===== src/rtl/tx_lane_scheduler.sv =====
// Round-robin scheduler sharing one byte-wide transmitter between NUM_CH FIFO channels.
// Optional macro TX_SCHED_PRIO_EN gives channel 0 strict priority over the round-robin group.
module tx_lane_scheduler #(
    parameter int NUM_CH    = 4,
    parameter int CH_W      = 2,
    parameter int BUSY_WAIT = 3
) (
    input  logic                  clk100_i,
    input  logic                  rstn_i,
    input  logic [NUM_CH-1:0]     ch_enable_i,
    input  logic [NUM_CH-1:0]     fifo_empty_i,
    input  logic [8*NUM_CH-1:0]   fifo_data_i,
    output logic [NUM_CH-1:0]     fifo_re_o,
    input  logic                  tx_busy_i,
    output logic                  tx_start_o,
    output logic [7:0]            tx_data_o,
    output logic [CH_W-1:0]       tx_ch_o,
    output logic                  sched_busy_o
);

    typedef enum logic [2:0] {
        S_IDLE,
        S_POP,
        S_LATCH,
        S_START,
        S_WAIT_HI,
        S_WAIT_LO
    } state_t;

    localparam int CNT_W = (BUSY_WAIT > 1) ? $clog2(BUSY_WAIT) : 1;
    // wait_cnt counts WAIT_HI cycles from 0; the BUSY_WAIT-th one without busy ends the wait
    localparam logic [CNT_W-1:0] WAIT_LAST = CNT_W'(BUSY_WAIT - 1);

    state_t            state;
    state_t            state_nxt;
    logic [CH_W-1:0]   rr;
    logic [CNT_W-1:0]  wait_cnt;
    logic [NUM_CH-1:0] elig;
    logic              grant_vld;
    logic [CH_W-1:0]   grant_ch;

    // Returns {found, index} of the first requester strictly after 'last', wrapping.
    function automatic logic [CH_W:0] rr_pick(input logic [NUM_CH-1:0] req,
                                              input logic [CH_W-1:0]   last);
        logic            found;
        logic [CH_W-1:0] idx;
        int              c;
        found = 1'b0;
        idx   = '0;
        for (int k = 1; k <= NUM_CH; k++) begin
            c = (int'(last) + k) % NUM_CH;
            if (!found && req[c]) begin
                found = 1'b1;
                idx   = CH_W'(c);
            end
        end
        return {found, idx};
    endfunction

    assign elig = ch_enable_i & ~fifo_empty_i;

`ifdef TX_SCHED_PRIO_EN
    localparam logic [NUM_CH-1:0] RR_MASK = {{(NUM_CH-1){1'b1}}, 1'b0};

    always_comb begin
        {grant_vld, grant_ch} = rr_pick(elig & RR_MASK, rr);
        if (elig[0]) begin
            grant_vld = 1'b1;
            grant_ch  = '0;
        end
    end
`else
    assign {grant_vld, grant_ch} = rr_pick(elig, rr);
`endif

    always_ff @(posedge clk100_i or negedge rstn_i) begin
        if (!rstn_i) begin
            state     <= S_IDLE;
            rr        <= CH_W'(NUM_CH - 1);
            tx_ch_o   <= '0;
            tx_data_o <= '0;
            wait_cnt  <= '0;
        end else begin
            state <= state_nxt;
            case (state)
                S_IDLE: begin
                    if (!tx_busy_i && grant_vld)
                        tx_ch_o <= grant_ch;
                end
                S_LATCH: tx_data_o <= fifo_data_i[8*tx_ch_o +: 8];
                S_START: begin
                    wait_cnt <= '0;
`ifdef TX_SCHED_PRIO_EN
                    // channel-0 grants leave the round-robin position untouched
                    if (tx_ch_o != '0)
                        rr <= tx_ch_o;
`else
                    rr <= tx_ch_o;
`endif
                end
                S_WAIT_HI: begin
                    if (!tx_busy_i && wait_cnt != WAIT_LAST)
                        wait_cnt <= wait_cnt + 1'b1;
                end
                default: ;
            endcase
        end
    end

    always_comb begin
        state_nxt  = state;
        fifo_re_o  = '0;
        tx_start_o = 1'b0;
        case (state)
            S_IDLE: begin
                if (!tx_busy_i && grant_vld)
                    state_nxt = S_POP;
            end
            S_POP: begin
                fifo_re_o[tx_ch_o] = 1'b1;
                state_nxt          = S_LATCH;
            end
            S_LATCH: state_nxt = S_START;
            S_START: begin
                tx_start_o = 1'b1;
                state_nxt  = S_WAIT_HI;
            end
            S_WAIT_HI: begin
                if (tx_busy_i)
                    state_nxt = S_WAIT_LO;
                else if (wait_cnt == WAIT_LAST)
                    state_nxt = S_IDLE;
            end
            S_WAIT_LO: begin
                if (!tx_busy_i)
                    state_nxt = S_IDLE;
            end
            default: state_nxt = S_IDLE;
        endcase
    end

    assign sched_busy_o = (state != S_IDLE);

endmodule

===== config.mk =====
export PLATFORM = sky130hd
export DESIGN_NAME = tx_lane_scheduler
export DESIGN_NICKNAME = d
export VERILOG_FILES = /design/src/rtl/tx_lane_scheduler.sv
export SDC_FILE = /design/constraint.sdc
export NUM_CORES = 1
export LEC_CHECK = 0
export BUFFER_PORTS_ARGS = -buffer_cell sky130_fd_sc_hd__buf_2
export CORE_ASPECT_RATIO = 1.1
export CORE_MARGIN = 2
export CORE_UTILIZATION = 45
export CTS_CLUSTER_DIAMETER = 60
export DETAILED_ROUTE_END_ITERATION = 10
export HOLD_SLACK_MARGIN = 0.05
export PLACE_DENSITY = 0.88
export SLEW_MARGIN = 20
export SYNTH_ARGS = -nofsm -noshare
export SYNTH_HDL_FRONTEND = slang
export SYNTH_SLANG_ARGS = --single-unit

===== constraint.sdc =====
create_clock -name clk100_i -period 3 [get_ports clk100_i]
set_clock_uncertainty 0.2 [all_clocks]
set_input_delay 0.45 -clock clk100_i [delete_from_list [all_inputs] [get_ports clk100_i]]
set_output_delay 0.45 -clock clk100_i [all_outputs]
set_load 0.03 [all_outputs]

==> flow_metrics.py <==
metrics = {
    "run_status": {
        "status": "completed",
    },
    "critical_path": {
        "critPathRequiredTime_ns": 2.35,
        "cp_slowest_stage_delay_ns": 0.72,
        "cpMaxStageDelayCell": "dfrtp_1",
        "reg2reg_depth": 2,
        "crit_type": "reg2out",
        "start_kind": "flop",
        "endpoint_kind": "primary output",
        "crit_chain": "inv_1, nor3_1, buf_2",
        "critPathBufInv": 2,
        "crit_cells": 3,
        "critPathMaxFanout": 13,
        "cpLargestDelayFamily": "flip-flops",
        "crit_arrival_ns": 1.65,
    },
    "synth": {
        "syn_area_per_cell_um2": 12.3,
        "syn-cell-area_mm2": 0.00114,
        "synth.net_count": 137,
        "ys_seq_area_frac": 0.374,
        "synth_flop_cell": "dfrtp_1",
        "ys_warn_count": 0,
        "synth_edf_count": 0,
        "yosys_register_bits": 17,
        "synth-async-reset-ratio": 1.00,
        "syn_inst": 93,
        "ys_types": 38,
    },
    "timing": {
        "max_clock_freq_mhz": 434,
        "tightest_slew_ns": 0.584,
        "setup_viol": 0,
        "finalHoldViolCount": 0,
        "slew_violations": 0,
        "fin_crit_sh": 0.768,
        "relSlewSlack": 0.611,
        "rsz0062_at_grt": "no",
        "fin_tns_setup_ns": 0,
        "finalCriticalPeriod_ns": 2.30,
    },
    "route": {
        "drc": 0,
        "wl_mm": 2.62,
        "dr.pass1.iters": 4,
        "ant_nets": 0,
        "first_iter_violations": 11,
        "vias_per_cell": 5.38,
        "num_vias": 980,
        "wl_per_cell_um": 14.4,
    },
    "worst_hold_path": {
        "hold_class": "in2reg",
        "min_path_cells": 2,
    },
    "die": {
        "initial_core_util": 0.468,
        "die_height_um": 56.9,
        "die_area_mm2": 0.00296,
        "rows": 19,
        "die_w_um": 52.1,
        "core-area_mm2": 0.00245,
        "boundaryPins": 59,
    },
    "global_routing": {
        "grt_pass1_vias": 942,
        "track_usage": 0.184,
        "gr-total-overflow": 0,
        "antenna_found_initial": 0,
        "grt_pass1_wl_mm": 4.12,
        "grt_max_degree": 18,
    },
    "placed_design": {
        "dp_hpwl_mm": 2.08,
        "io_buffers": 58,
        "gp_congestion": 0.782,
    },
    "cells_and_area": {
        "fin_nets": 196,
        "antenna_cells": 0,
        "register_area_um2": 428,
        "area_growth_pct": 28.5,
        "postLayoutCoreUtil": 0.601,
        "layout-drive-gt1-share": 0.550,
        "fillers": 193,
        "multi_input_area_um2": 663,
    },
    "clocking": {
        "postCtsSetupBuffers": 0,
        "cts_tree": "built",
        "clock_latency_ns": 0.29,
        "cts_buffers": 3,
        "clkSinkCount": 17,
        "clock_path_buffers": 2,
        "cts_root_buf": "clkbuf_4",
        "htree_levels": 1,
        "clkTransAtPathRegs_ns": 0.10,
    },
    "power": {
        "power.leakage_uw": 0.000711,
        "ir_drop_mv": 0.474,
        "p_per_area_mw_per_mm2": 929,
    },
    "run": {
        "drv_cap": 0,
    },
}
-- sequential cells by signal, summed over array words and instances, names as in the netlist --
register,cells
tx_ch_o,2
state,3
wait_cnt,2
rr,2
tx_data_o,8
-- worst paths after layout --
kind | startpoint | to | slack [ns]
max in group asynchronous | rstn_i | rr[1] | 1.87
max | tx_ch_o[0] | fifo_re_o[1] | 0.70
min | tx_busy_i | state[0] | 0.28
min in group asynchronous | rstn_i | tx_data_o[4] | 0.40
min reg2reg | wait_cnt[0] | wait_cnt[0] | 0.31
max reg2reg | tx_ch_o[0] | tx_data_o[7] | 1.08
-- timing repair --
| action | CTS | global route |
|---|---|---|
| setup endpoints to repair | 0 | 0 |
| resized for setup | 0 | 0 |
| hold endpoints to repair | 15 | 0 |
| hold buffers | 1 | 0 |
-- where the power goes --
group	switching, µW	total [µW]	internal (µW)
logic	384	748	364
registers	150	497	346
clock network	70.5	122	51.7
total	604	1370	762
-- routing by layer --
layer / part of all wire / wire (µm) / GRT usage
met1: 0.42 / 1100 / 0.223
met2: 0.48 / 1250 / 0.329
met3: 0.097 / 254 / 0.0372
met4: 0.0031 / 8 / 0.0451
met5: 0 / 0 / 0
-- final cells by class --
type	instances	area share
multi-input cells	67	0.451
flip-flops and latches	17	0.291
repair buffers	59	0.204
well taps	31	0.0264
clock buffers	4	0.0179
inverters	4	0.0102
-- synthesized netlist by cell type, drive strengths merged, types with 2 or more instances --
master,count,area share
nand2,6,0.020
nor2,6,0.020
o21ai,3,0.013
inv,4,0.013
dfstp,2,0.046
nand3b,2,0.013
nor4,2,0.024
and2,2,0.011
mux2,9,0.11
nor3,3,0.013
dfrtp,15,0.33
buf,4,0.031
nor2b,5,0.027
mux2i,2,0.017
and3,2,0.012
mux4,8,0.16
nand2b,2,0.011
a211oi,3,0.024
-- placed cells by master (no fill, tap or decap), types with 2 or more instances in the layout --
| master | Yosys | final |
|---|---|---|
| inv_1 | 4 | 4 |
| nand3b_1 | 2 | 2 |
| nand2b_1 | 2 | 2 |
| mux2_2 | 3 | 3 |
| clkbuf_4 | 0 | 3 |
| dfrtp_1 | 15 | 15 |
| mux4_1 | 2 | 2 |
| o21ai_0 | 3 | 3 |
| nor2_1 | 6 | 6 |
| a211oi_1 | 2 | 2 |
| mux2i_1 | 2 | 2 |
| buf_2 | 1 | 58 |
| and2_1 | 2 | 2 |
| nand2_1 | 6 | 6 |
| nor2b_1 | 5 | 5 |
| dfstp_2 | 2 | 2 |
| nor3_1 | 3 | 3 |
| mux4_2 | 6 | 6 |
| mux2_4 | 6 | 6 |
-- per-stage QoR --
step | hold WS [ns] | instances | power, µW | setup slack [ns] | instance area (µm²)
after global placement | 0.189 | 177 | 1220 | 1.05 | 1440
after floorplan | -0.0456 | 93 | 1090 | 0.822 | 1140
after global routing | 0.280 | 182 | 1460 | 0.519 | 1470
after detailed placement | 0.190 | 177 | 1250 | 0.984 | 1440
after CTS | 0.270 | 182 | 1370 | 0.658 | 1470
final | 0.277 | 182 | 1370 | 0.696 | 1470
-- logic make-up (layout without fill, tap and decap cells) --
logic type,count (synthesis),count (layout),synth area share
flops,17,17,0.374
mux,19,19,0.290
buf+inv,9,67,0.0470
simple gates,34,34,0.176
fa+ha+maj,1,1,0.0109
compound gates,12,12,0.0951
xor+xnor,1,1,0.00765
(Power assumes the default switching activity.)
